File: src/rtl/regfile_write_arbiter.sv
// Round-robin arbiter that shares the single register-file write port between
// two writeback requesters. Also flags read/write address hazards and counts committed writes.
module regfile_write_arbiter #(
  parameter int DATA_W      = 16,
  parameter int ADDR_W      = 4,
  parameter int ZERO_REG_RO = 1,
  parameter int CNT_W       = 16
) (
  input  logic              clock,
  input  logic              reset,
  input  logic              stall,
  input  logic              req0_valid,
  input  logic [ADDR_W-1:0] req0_addr,
  input  logic [DATA_W-1:0] req0_data,
  output logic              req0_ready,
  input  logic              req1_valid,
  input  logic [ADDR_W-1:0] req1_addr,
  input  logic [DATA_W-1:0] req1_data,
  output logic              req1_ready,
  output logic              rf_regwrite,
  output logic [ADDR_W-1:0] rf_waddr,
  output logic [DATA_W-1:0] rf_wdata,
  input  logic [ADDR_W-1:0] rd_addr1,
  input  logic [ADDR_W-1:0] rd_addr2,
  output logic              rd_hazard1,
  output logic              rd_hazard2,
  output logic [CNT_W-1:0]  write_count
);

  typedef enum logic {
    LAST_REQ0 = 1'b0,
    LAST_REQ1 = 1'b1
  } last_grant_e;

  last_grant_e       last_grant;
  logic              grant0;
  logic              grant1;
  logic [ADDR_W-1:0] win_addr;
  logic [DATA_W-1:0] win_data;
  logic              commit;

  // On contention the requester that did not win last time gets the port.
  always_comb begin
    grant0 = 1'b0;
    grant1 = 1'b0;
    if (!stall) begin
      if (req0_valid && req1_valid) begin
        grant0 = (last_grant == LAST_REQ1);
        grant1 = (last_grant == LAST_REQ0);
      end else begin
        grant0 = req0_valid;
        grant1 = req1_valid;
      end
    end
  end

  assign req0_ready = grant0;
  assign req1_ready = grant1;

  always_comb begin
    win_addr = grant1 ? req1_addr : req0_addr;
    win_data = grant1 ? req1_data : req0_data;
    // Writes to r0 are still consumed so the requester is not blocked forever.
    commit   = (grant0 || grant1) && !((ZERO_REG_RO != 0) && (win_addr == '0));
  end

  always_ff @(posedge clock or negedge reset) begin
    if (!reset) begin
      last_grant  <= LAST_REQ1;
      rf_regwrite <= 1'b0;
      rf_waddr    <= '0;
      rf_wdata    <= '0;
      write_count <= '0;
    end else begin
      if (grant0) begin
        last_grant <= LAST_REQ0;
      end else if (grant1) begin
        last_grant <= LAST_REQ1;
      end
      rf_regwrite <= commit;
      if (commit) begin
        rf_waddr <= win_addr;
        rf_wdata <= win_data;
      end
      if (rf_regwrite && (write_count != '1)) begin
        write_count <= write_count + CNT_W'(1);
      end
    end
  end

  assign rd_hazard1 = rf_regwrite && (rd_addr1 == rf_waddr);
  assign rd_hazard2 = rf_regwrite && (rd_addr2 == rf_waddr);

endmodule

File: config.mk
export PLATFORM = sky130hd
export DESIGN_NAME = regfile_write_arbiter
export DESIGN_NICKNAME = d
export VERILOG_FILES = /design/src/rtl/regfile_write_arbiter.sv
export SDC_FILE = /design/constraint.sdc
export NUM_CORES = 1
export LEC_CHECK = 0
export CAP_MARGIN = 20
export CORE_ASPECT_RATIO = 0.5
export CORE_UTILIZATION = 42
export CTS_CLUSTER_SIZE = 25
export DETAILED_ROUTE_END_ITERATION = 10
export PLACE_DENSITY = 0.81
export SYNTH_ARGS = -nofsm -noshare
export SYNTH_HDL_FRONTEND = slang
export SYNTH_SLANG_ARGS = --single-unit
File: constraint.sdc
create_clock -name clock -period 2.4 [get_ports clock]
set_input_delay 0.36 -clock clock [delete_from_list [all_inputs] [get_ports clock]]
set_output_delay 0.36 -clock clock [all_outputs]
set_load 0.02 [all_outputs]
==> results of run 1 <==
## layer usage
layer  vias to the layer above  global-route usage, %  wire (µm)  share of wire, %
li1                        810                      -          -                 -
met3                         9                  5.242        176               3.3
met4                         0                  7.729         65               1.2
met1                       864                  27.05       2348                44
met5                         -                      0          0                 0
met2                        38                  37.53       2738                51
## Yosys cell counts, drive strengths merged, types with 3 or more instances
cell   count  area share [%]
and3       4             1.2
nor4       3            0.91
or4        4             1.5
o21ai      4            0.97
nor2       5            0.91
nand4      4             1.2
dfrtp     37              45
nand2      9             1.8
a21oi      4            0.97
nand3      7             1.7
xnor2      6             2.6
mux2      41              26
buf        5             2.1
xor2       9             3.8
and4       3             1.3
## report_power, final
group / switching (mW) / internal, mW
logic: 0.393 / 0.525
clock network: 0.218 / 0.195
registers: 0.150 / 0.779
total: 0.762 / 1.50
## final cells by class
type	count	area [µm²]
clock inverter	2	10.01
tap	66	82.58
sequential	38	952.2
clock buffer	5	68.82
inverter	2	7.507
timing repair buffer	101	988.4
multi-input combinational	119	1057
fill	358	1385
## how the worst max path moves through the flow
stage | start | end | slack, ns | cells after the start
after global routing | rd_addr2[2] | rd_hazard2 | 0.06 | 4
final | rd_addr2[2] | rd_hazard2 | 0.14 | 4
after global placement | req1_valid | req1_ready | 0.07 | 4
after floorplan | write_count[0]$_DFFE_PN0P_ | write_count[1]$_DFFE_PN0P_ | 0.50 | 6
after detailed placement | req1_valid | req1_ready | 0.02 | 4
after CTS | req1_valid | req1_ready | 0.02 | 4
## sequential cells by signal (all words and copies together) (netlist names)
register     count
last_grant       1
rf_regwrite      1
rf_waddr         4
rf_wdata        16
write_count     16
## through the flow
stage | hold slack [ns] | utilization, % | setup WS, ns | instance area [µm²]
floorplan | 0.06441 | - | 0.4997 | 2061
global placement | 0.4936 | 67.78 | 0.07158 | 3085
detailed placement | 0.4937 | 67.78 | 0.01779 | 3085
CTS | 0.2130 | 69.52 | 0.01779 | 3164
global route | 0.2523 | 69.57 | 0.05975 | 3167
finish | 0.1870 | 69.57 | 0.1431 | 3167
## what timing repair did
| action | CTS | global route |
|---|---|---|
| gates resized for setup | 0 | 1 |
| setup endpoints to repair | 0 | 1 |
| hold endpoints to repair | 0 | 0 |
## logic make-up after synthesis
group                      share of synthesized area (%)
DFF                                                46.21
adders and majority gates                         0.6071
AOI/OAI and AO/OA                                  5.951
buffers and inverters                              2.610
xor gates and xnor gates                           6.375
and+or+nand+nor                                    12.39
muxes                                              25.87
## worst register-to-register path, delay by kind of cell (launching register included)
kind	cells	cell delay, ns
DFF	1	0.44
and+or+nand+nor	3	0.83
muxes	1	0.32
adders and majority gates	1	0.28
==> qor.txt, run 1 <==
Max Slew Vio Count = 0
Pwr/cell area = 713.8 nW/µm²
Min-Delay Path Class = input port to async pin
Post-route setup TNS = 0 ns
Largest net degree at the start of global routing = 39
IO buf count = 93
Crit path capture type = output port
Final ANT Viol Nets = 0
Hold Buf Count CTS = 0
Worst-path clk slew = 0.07 ns
Final Wtd Congestion = 0.8240
DR DRC count = 0
Initial antenna violation count = 0
Total power = 2.260 mW
Cell Rows = 17
Fmax = 443.1 MHz
Async set-reset flop share out of synthesis = 100.0%
Die height = 51.53 µm
Max stage delay cell, worst path = clkdlybuf4s50_1
Final min period = 2.257 ns
First-pass GRT wire length = 8.480 mm
Critical path buffer and inverter count = 2
Vias in the first global route = 1760
Rel. slew slack = 41.92%
Run status = complete, no violations
Cells after DPL = 326
Cells along the critical path = clkdlybuf4s50_1, xor2_1, nor4_1, clkdlybuf4s50_1
Lkg Pwr = 1.332 nW
Vias per cell = 5.168
CTS tree = done
Most frequent cells in the layout = clkdlybuf4s50_1 (91), dfrtp_1 (37), mux2_2 (21)
Req. time, crit path = 2.04 ns
Post-synth EDFFs = 0
Total nets after synthesis = 219
Grt total ovfl = 0
Clock root buffer = clkbuf_8
Dpl hpwl = 4.056 mm
Die Wd = 101.1 µm
Worst path max stage delay = 0.66 ns
Period utilisation layout = 94.04%
Crit path DAT = 1.90 ns
Via count = 1721
Final setup vio count = 0
Layout Cells excl Fill = 333
CORE AREA = 4552 µm²
Critical path class = input port to output port
Clock latency on the worst-skew pair = 0.29 ns
R2r endpoint = write_count[1]$_DFFE_PN0P_
R2R Setup Slk = 0.43 ns
Ports = 94
Seq/Total Area, Yosys = 46.21%
Total Nets Final = 321
Clock sink count = 38
Worst VDD drop = 0.3705 mV
H-tree Lvls = 2
Synthesized cell area = 2061 µm²
Worst Skew = 0.005749 ns
Final hold violation count = 0
Total GRT Usage = 21.75%
Initial Utilization = 45.27%
RSZ-0062 raised after global routing = false
Die area = 5208 µm²
Setup Buffers After CTS = 0
Yosys reg bits = 38
Routed wire per std cell = 16.00 µm
Reg2reg start = write_count[0]$_DFFE_PN0P_
Delay-heaviest family, CP = buffers and inverters
Area grow syn2layout = 53.67%
Iteration-0 DRC Markers = 55
Commonest non-fill, non-tap cell in the layout = clkdlybuf4s50_1
Mapped Avg Cell Area = 12.49 µm²
R2r worst-path depth = 5
Crit path launch type = input port
Mapped Cells = 165
Crit-path most repeated cell = clkdlybuf4s50_1
Num CTS Buffers = 5
Main synth FF type = dfrtp_1
Max_cap viols = 0
Drt pass-1 iters = 4
Synth warn = 0
Count of cell types in the netlist = 36
Clock Path Buffers = 2
Slew @ Worst Pin = 0.8712 ns
Share of cells above drive strength 1 = 22.47%
Crit Path Max Fanout = 1
Final WL = 5.328 mm
Inserted Diodes = 0
(Power assumes the default switching activity.)
==> run 2: changes to the inputs <==
SLEW_MARGIN = 20   (was not set)
==> results of run 2 <==
The final DEF is identical to that of run 1; final timing and power are the same.
